File: src/rtl/mwc_pkg.sv
// Shared types and constants for the microwave sequencing controller.
package mwc_pkg;

  typedef enum logic [2:0] {
    ST_IDLE,
    ST_SET,
    ST_COOK,
    ST_PAUSE,
    ST_DONE
  } mwc_state_e;

  localparam int NUM_DIGITS_DEF = 4;
  localparam int TICK_DIV_DEF   = 100;

  // Width of a counter that has to hold the values 0..value-1.
  function automatic int clog2(input int value);
    int w;
    w = 0;
    for (int i = 0; i < 31; i++) begin
      if ((1 << i) < value) w = i + 1;
    end
    return w;
  endfunction

endpackage

File: src/rtl/mwc_fall_edge.sv
// Registered falling-edge detector for active-low strobes; history resets to 0,
// so a line that is held low through reset release produces no event.
module mwc_fall_edge (
  input  logic clk,
  input  logic rst,
  input  logic sig_i,
  output logic fall_o
);

  logic hist_q;

  always_ff @(posedge clk or posedge rst) begin
    if (rst) hist_q <= 1'b0;
    else     hist_q <= sig_i;
  end

  assign fall_o = hist_q & ~sig_i;

endmodule

File: src/rtl/microwave_ctrl.sv
// Microwave sequencing FSM: digit entry, cook/pause/done control, timer tick generation.
// Optional MWC_DONE_BEEP_EN adds a beep output that sounds for BEEP_CYCLES on DONE entry.
//   state | meaning
//   IDLE  | no digits entered, timer zeroed
//   SET   | digits being entered
//   COOK  | magnetron on, ticking the timer down
//   PAUSE | cooking suspended, tick phase held
//   DONE  | timer reached zero, waiting for acknowledge
module microwave_ctrl
  import mwc_pkg::*;
#(
  parameter int NUM_DIGITS = NUM_DIGITS_DEF,
  parameter int TICK_DIV   = TICK_DIV_DEF,
  parameter int CNT_W      = 3
`ifdef MWC_DONE_BEEP_EN
  , parameter int BEEP_CYCLES = 300
`endif
) (
  input  logic             clk,
  input  logic             rst,
  input  logic             loadn,
  input  logic             startn,
  input  logic             stopn,
  input  logic             clearn,
  input  logic             door_closed,
  input  logic             timer_zero,
  output logic             mag_on,
  output logic             timer_load,
  output logic             timer_tick,
  output logic             timer_clear,
  output logic             done,
  output logic [CNT_W-1:0] digit_cnt
`ifdef MWC_DONE_BEEP_EN
  , output logic           beep
`endif
);

  localparam int TW = clog2(TICK_DIV);
  localparam logic [TW-1:0]    TICK_LAST = TW'(TICK_DIV - 1);
  localparam logic [CNT_W-1:0] DIG_MAX   = CNT_W'(NUM_DIGITS);

  logic key_ev, start_ev, stop_ev, clear_ev;

  mwc_fall_edge u_key   (.clk(clk), .rst(rst), .sig_i(loadn),  .fall_o(key_ev));
  mwc_fall_edge u_start (.clk(clk), .rst(rst), .sig_i(startn), .fall_o(start_ev));
  mwc_fall_edge u_stop  (.clk(clk), .rst(rst), .sig_i(stopn),  .fall_o(stop_ev));
  mwc_fall_edge u_clear (.clk(clk), .rst(rst), .sig_i(clearn), .fall_o(clear_ev));

  mwc_state_e       state_q, state_d;
  logic [TW-1:0]    tick_cnt_q, tick_cnt_d;
  logic [CNT_W-1:0] digit_cnt_q, digit_cnt_d;
  logic             mag_on_q, load_q, tick_q, clear_q, done_q;
  logic             load_d, tick_d, clear_d;

  always_ff @(posedge clk or posedge rst) begin
    if (rst) begin
      state_q     <= ST_IDLE;
      tick_cnt_q  <= '0;
      digit_cnt_q <= '0;
      mag_on_q    <= 1'b0;
      load_q      <= 1'b0;
      tick_q      <= 1'b0;
      clear_q     <= 1'b0;
      done_q      <= 1'b0;
    end else begin
      state_q     <= state_d;
      tick_cnt_q  <= tick_cnt_d;
      digit_cnt_q <= digit_cnt_d;
      mag_on_q    <= (state_d == ST_COOK);
      load_q      <= load_d;
      tick_q      <= tick_d;
      clear_q     <= clear_d;
      done_q      <= (state_d == ST_DONE);
    end
  end

  always_comb begin
    state_d     = state_q;
    tick_cnt_d  = tick_cnt_q;
    digit_cnt_d = digit_cnt_q;
    load_d      = 1'b0;
    tick_d      = 1'b0;
    clear_d     = 1'b0;
    case (state_q)
      ST_IDLE: begin
        if (clear_ev) begin
          clear_d = 1'b1;
        end else if (key_ev) begin
          load_d      = 1'b1;
          digit_cnt_d = CNT_W'(1);
          state_d     = ST_SET;
        end
      end
      ST_SET: begin
        if (clear_ev) begin
          clear_d     = 1'b1;
          digit_cnt_d = '0;
          state_d     = ST_IDLE;
        end else if (start_ev) begin
          if (door_closed && !timer_zero) begin
            state_d    = ST_COOK;
            tick_cnt_d = '0;
          end
        end else if (key_ev && (digit_cnt_q < DIG_MAX)) begin
          load_d      = 1'b1;
          digit_cnt_d = digit_cnt_q + CNT_W'(1);
        end
      end
      ST_COOK: begin
        if (clear_ev) begin
          clear_d     = 1'b1;
          digit_cnt_d = '0;
          state_d     = ST_IDLE;
        end else if (stop_ev || !door_closed) begin
          state_d = ST_PAUSE;
        end else if (timer_zero) begin
          state_d = ST_DONE;
        end else if (tick_cnt_q == TICK_LAST) begin
          tick_cnt_d = '0;
          tick_d     = 1'b1;
        end else begin
          tick_cnt_d = tick_cnt_q + TW'(1);
        end
      end
      ST_PAUSE: begin
        if (stop_ev || clear_ev) begin
          clear_d     = 1'b1;
          digit_cnt_d = '0;
          state_d     = ST_IDLE;
        end else if (start_ev && door_closed) begin
          state_d = ST_COOK;
        end
      end
      ST_DONE: begin
        if (start_ev || stop_ev || clear_ev || !door_closed) begin
          clear_d     = 1'b1;
          digit_cnt_d = '0;
          state_d     = ST_IDLE;
        end
      end
      default: state_d = ST_IDLE;
    endcase
  end

  assign mag_on      = mag_on_q;
  assign timer_load  = load_q;
  assign timer_tick  = tick_q;
  assign timer_clear = clear_q;
  assign done        = done_q;
  assign digit_cnt   = digit_cnt_q;

`ifdef MWC_DONE_BEEP_EN
  localparam int BW = clog2(BEEP_CYCLES + 1);

  logic          beep_q;
  logic [BW-1:0] beep_cnt_q;

  // Down-counter loaded on DONE entry; the tone ends at terminal count or on exit.
  always_ff @(posedge clk or posedge rst) begin
    if (rst) begin
      beep_q     <= 1'b0;
      beep_cnt_q <= '0;
    end else if ((state_d == ST_DONE) && (state_q != ST_DONE)) begin
      beep_q     <= 1'b1;
      beep_cnt_q <= BW'(BEEP_CYCLES - 1);
    end else if (state_d != ST_DONE) begin
      beep_q <= 1'b0;
    end else if (beep_cnt_q == '0) begin
      beep_q <= 1'b0;
    end else begin
      beep_cnt_q <= beep_cnt_q - BW'(1);
    end
  end

  assign beep = beep_q;
`endif

endmodule
File: config.mk
export PLATFORM = sky130hd
export DESIGN_NAME = microwave_ctrl
export DESIGN_NICKNAME = d
export VERILOG_FILES = /design/src/rtl/mwc_pkg.sv /design/src/rtl/mwc_fall_edge.sv /design/src/rtl/microwave_ctrl.sv
export SDC_FILE = /design/constraint.sdc
export NUM_CORES = 1
export LEC_CHECK = 0
export ABC_AREA = 1
export BUFFER_PORTS_ARGS = -buffer_cell sky130_fd_sc_hd__clkbuf_2
export CORE_ASPECT_RATIO = 1.2
export CORE_UTILIZATION = 42
export DETAILED_ROUTE_END_ITERATION = 10
export GPL_TIMING_DRIVEN = 0
export PLACE_DENSITY = 0.6
export RECOVER_POWER = 25
export SLEW_MARGIN = 20
export SYNTH_ARGS = -nofsm -noshare
export SYNTH_HDL_FRONTEND = slang
export SYNTH_SLANG_ARGS = --single-unit
File: constraint.sdc
create_clock -name clk -period 1.9 [get_ports clk]
set_clock_uncertainty 0.15 [all_clocks]
set_input_delay 0.475 -clock clk [delete_from_list [all_inputs] [get_ports clk]]
set_output_delay 0.475 -clock clk [all_outputs]
set_load 0.05 [all_outputs]
# After elaboration in Yosys (flattened, before gate mapping)
# Cells that the tools add are included.
[totals]
reg_bits = 22
input_bits = 8
wordCells = 103
[classes]
n_addsub = 2
n_lt_le_gt_ge = 1
eq_ne = 20
muxes = 44
bitwise = 8
n_reduce_logical = 16
[ops]
columns = ["cell", "count"]
rows = [
  ["3-bit 2-to-1 mux", 19],
  ["7-bit 2-to-1 mux", 7],
  ["3-bit case mux with 5 select lines", 2],
  ["2-bit != test, second input constant", 11],
  ["7-bit case mux with 2 select lines", 1],
  ["1-bit 2-to-1 mux", 13],
  ["3-bit by 2-bit equality test with 1-bit output, second input constant", 3],
  ["8-bit AND reduction", 1],
  ["7-bit by 1-bit adder with 7-bit output, second input constant", 1],
  ["7-bit equality test, second input constant", 1],
  ["7-bit AND reduction", 1],
  ["3-bit equality test, second input constant", 2],
  ["3-bit != test, second input constant", 2],
  ["1-bit logical OR", 5],
  ["5-bit nonzero test", 1],
  ["1-bit AND", 4],
  ["1-bit NOT", 4],
  ["3-bit by 1-bit adder with 3-bit output, second input constant", 1],
  ["3-bit by 1-bit equality test with 1-bit output, second input constant", 1],
  ["1-bit logical AND", 3],
  ["3-bit logical NOT", 1],
  ["3-bit < comparator, second input constant", 1],
  ["1-bit case mux with 3 select lines", 1],
  ["3-bit OR reduction", 1],
  ["other kinds (3)", 4],
]

# Longest topological paths before layout
[logic_depth]
depth_word = 8
ltp_mapped = 9

# Cells and area by module
# A second synthesis with hierarchy kept.
[hier_totals]
cells_unflattened = 176
area_unflattened_um2 = 1277.5
[by_module_without_submodules]
columns = ["mod", "instances", "cells_each", "area_each_um2", "seq_area_each_um2"]
rows = [
  ["microwave_ctrl", 1, 160, 1122.3, 450.4],
  ["mwc_fall_edge", 4, 4, 38.8, 25.0],
]

# Worst setup path after synthesis
# No wires, ideal clock.
[synth_path]
path_kind = "flip-flop to flip-flop"
from = "register digit_cnt_q[2] (netlist: digit_cnt[2])"
to = "register digit_cnt_q[2] (netlist: digit_cnt[2])"
arrival_time_ps = 1287
slack_ps = 343
path_stages_with_launch = 7
cell_sequence = "dfrtp_1 nor3_1 nor2_1 nor2_2 nand3_2 nand2_1 nand2_1"
[synth_via]
elab_chain_cells = 5
elab_cells_between_ends = 9
classes_between = "add/sub: 1; order compare: 1; eq/ne: 1; mux: 4; reduce/logical: 2"
[synth_lines]
columns = ["element", "line_no", "source"]
rows = [
  ["from (decl)", "microwave_ctrl.sv:51", "logic [CNT_W-1:0] digit_cnt_q, digit_cnt_d;"],
  ["from (signal assigned)", "microwave_ctrl.sv:68", "digit_cnt_q <= digit_cnt_d;"],
  ["3-bit by 1-bit adder with 3-bit output", "microwave_ctrl.sv:106", "digit_cnt_d = digit_cnt_q + CNT_W'(1);"],
  ["3-bit 2-to-1 mux", "microwave_ctrl.sv:104", "end else if (key_ev && (digit_cnt_q < DIG_MAX)) begin"],
  ["3-bit 2-to-1 mux", "microwave_ctrl.sv:99", "end else if (start_ev) begin"],
  ["3-bit 2-to-1 mux", "microwave_ctrl.sv:95", "if (clear_ev) begin"],
  ["3-bit case mux with 5 select lines", "microwave_ctrl.sv:84", "case (state_q)"],
]
# Several ways; a longest one is shown, not always the timed one. The select of a mux whose other input is x is not followed.
# A chain may end at the register's enable or synchronous reset.

# Final worst setup path
[layout_path]
from = "register digit_cnt_q[0] (netlist: digit_cnt[0])"
to = "output digit_cnt[0]"
[layout_rtl]
columns = ["element", "line_no", "source"]
rows = [
  ["to (decl)", "microwave_ctrl.sv:32", "output logic [CNT_W-1:0] digit_cnt"],
]
# No word-level cell between the ends.

==> results.cfg <==
[clock_tree]
cts_buffers = 3
clockRootBuffer = clkbuf_4
cts_resized = 0
h-tree-depth = 1
cts_setup_buffers = 0
path_clk_slew_ns = 0.12
cts_hold_buf = 0
tritoncts = built
clk_latency_ns = 0.31
cts.path.max_buffers = 2
cts.sinks = 22

[finish]
design_area_mm2 = 0.00145
final_util_pct = 50.1
seqCellArea_um2 = 551
multi_input_area_um2 = 631
fillCellCount = 318
syn2layout_area_growth_pct = 10.5
diodes = 0
fin_nets = 212
drive_gt1_share_pct = 16.5

[run]
cap_violations = 0

[timing]
hold_viol_final = 0
rsz0062_at_grt = no
max_freq_mhz = 604
maxSlewHeadroom_pct = 44.5
finalSetupTns_ns = 0
whs_ns = 0.124
slew_violations = 0
setup_viol = 0
setup_slack_ns = 0.244
finalCriticalPeriod_ns = 1.66
tightest_slew_ns = 0.831
period_share_pct = 87.1

[critical_path]
crit_family = flip-flops
arrival_ns = 1.03
slowest_delay_ns = 0.43
required_ns = 1.27
slowest_stage = dfrtp_1
r2r_end = digit_cnt[0]
reg2reg_from = state_q[1]
end_kind = output pin
r2r_slack_ns = 0.31
crit_chain = clkbuf_2
worstPathBufferInverterCount = 1
reg2reg_depth = 6
cp-start-kind = flip-flop
cp_max_fo = 4
crit_type = flip-flop to output pin
cp.depth = 1

[detailed_routing]
viasPerCell = 5.06
antenna_left = 0
routed.top_layer = met4
wl_met1_mm = 1.23
wl_met3_um = 40
wl_per_cell_um = 11.6
wl_mm = 2.72
wl_met2_mm = 1.41
drc = 0
dr.pass1.iters = 4
via_count = 1184
drt_iter0_markers = 31

[worst_hold_path]
holdPathEnd = u_stop.hist_q
hp-class = input pin to flip-flop
hold_start = stopn
holdPathStages = 1

[place]
port_buffers = 15
post-place-ws_ns = 0.123
gp_congestion = 0.879
hpwlAfterDp_mm = 2.16
dpl_cell_area_mm2 = 0.00143

[yosys]
synth_top_area_share_pct = 42.0
synthTopCellsByCount = nand2_1, nor2_1, inv_1
yosysWarningCount = 0
synth.most_common_cell = nand2_1
yosys.area.top_type = dfrtp_1
synthesis.area_mm2 = 0.00131
syn_inst = 182
synth_cell_types = 26
synth.top_cells.by_area = dfrtp_1, nand2_1, nor2_1
synth-edff-count = 0
ys.flop_type = dfrtp_1
ys_ff_latch = 22
synthArstFlopShare_pct = 100
ys_seq_area_share_pct = 42.0
synth_nets = 192
postSynthAreaPerCell_um2 = 7.20

[power_and_ir_drop]
powerDensity_mw_per_mm2 = 892
irDropWorstVdd_uv = 568
p_leak_nw = 0.814

[global_route]
antenna_found_initial = 0
grt_pass1_wl_mm = 4.78
overflow = 0
grt_pass1_vias = 1084
grt_max_degree = 23
gr-usage-all-layers_pct = 19.1

[floorplanning]
fp.coreArea_mm2 = 0.00289
die_w_um = 53.0
io-pin-count = 16
die_h_um = 63.2
rows = 21
start_util_pct = 45.3
die_area_mm2 = 0.00335

[run_status]
status = finished clean
-- cells by family (layout without fill, tap and decap cells) --
| kind of cell | after synthesis | count (layout) | share of synthesized area (%) |
|---|---|---|---|
| compound gates | 17 | 17 | 7.83 |
| fa+ha+maj | 2 | 2 | 1.91 |
| simple gates | 111 | 111 | 37.7 |
| flops | 22 | 22 | 42.0 |
| xor+xnor | 1 | 1 | 0.669 |
| buf+inv | 29 | 47 | 9.84 |
-- power breakdown --
part,switching (W),total [W],internal (W)
Sequential,0.0000444,0.000560,0.000516
Clock,0.000137,0.000211,0.0000741
Combinational,0.000373,0.000521,0.000148
-- layout by cell type (no fill, tap or decap), types with 4 or more instances in the layout --
cell       n
o21ai_0    6
nand3_1   17
nand4_1    4
nor3_1     4
clkbuf_2  13
nand2_1   51
nor2_1    26
dfrtp_1   22
inv_1     23
-- area by class of cell --
type                    instances  share of cell area, %
flip-flops and latches         22                   38.0
inverters                      27                   7.35
multi-input cells             131                   43.6
repair buffers                 15                   5.01
clock buffers                   3                   1.56
plain buffers                   2                   1.56
well taps                      34                   2.94
-- metal layers --
layer / vias up / GRT usage (%)
met4: 0 / 5.92
met5: - / 0
met3: 5 / 2.17
met1: 547 / 22.9
li1: 618 / -
met2: 14 / 34.3
-- how the worst max path moves through the flow --
| stage | from | to | slack [ns] |
|---|---|---|---|
| final | digit_cnt[0] | digit_cnt[0] | 0.24 |
| after global routing | state_q[1] | digit_cnt[0] | 0.16 |
| after CTS | digit_cnt[2] | digit_cnt[2] | 0.24 |
| after detailed placement | clearn | digit_cnt[1] | 0.12 |
| after global placement | clearn | digit_cnt[0] | 0.13 |
| after floorplan | digit_cnt[2] | digit_cnt[2] | 0.34 |
-- sequential cells by signal (all words and copies together), names as in the netlist --
signal,cells
u_key.hist_q,1
mag_on,1
timer_load,1
done,1
u_clear.hist_q,1
digit_cnt,3
u_start.hist_q,1
timer_tick,1
tick_cnt_q,7
timer_clear,1
u_stop.hist_q,1
state_q,3
-- through the flow --
| stage | total power (W) | cells |
|---|---|---|
| final | 0.00129 | 234 |
| after global routing | 0.00139 | 234 |
| after CTS | 0.00130 | 234 |
| after detailed placement | 0.00109 | 231 |
| after global placement | 0.00109 | 231 |
| after floorplan | 0.000974 | 182 |
No activity file was read; power rests on OpenSTA's default activity.
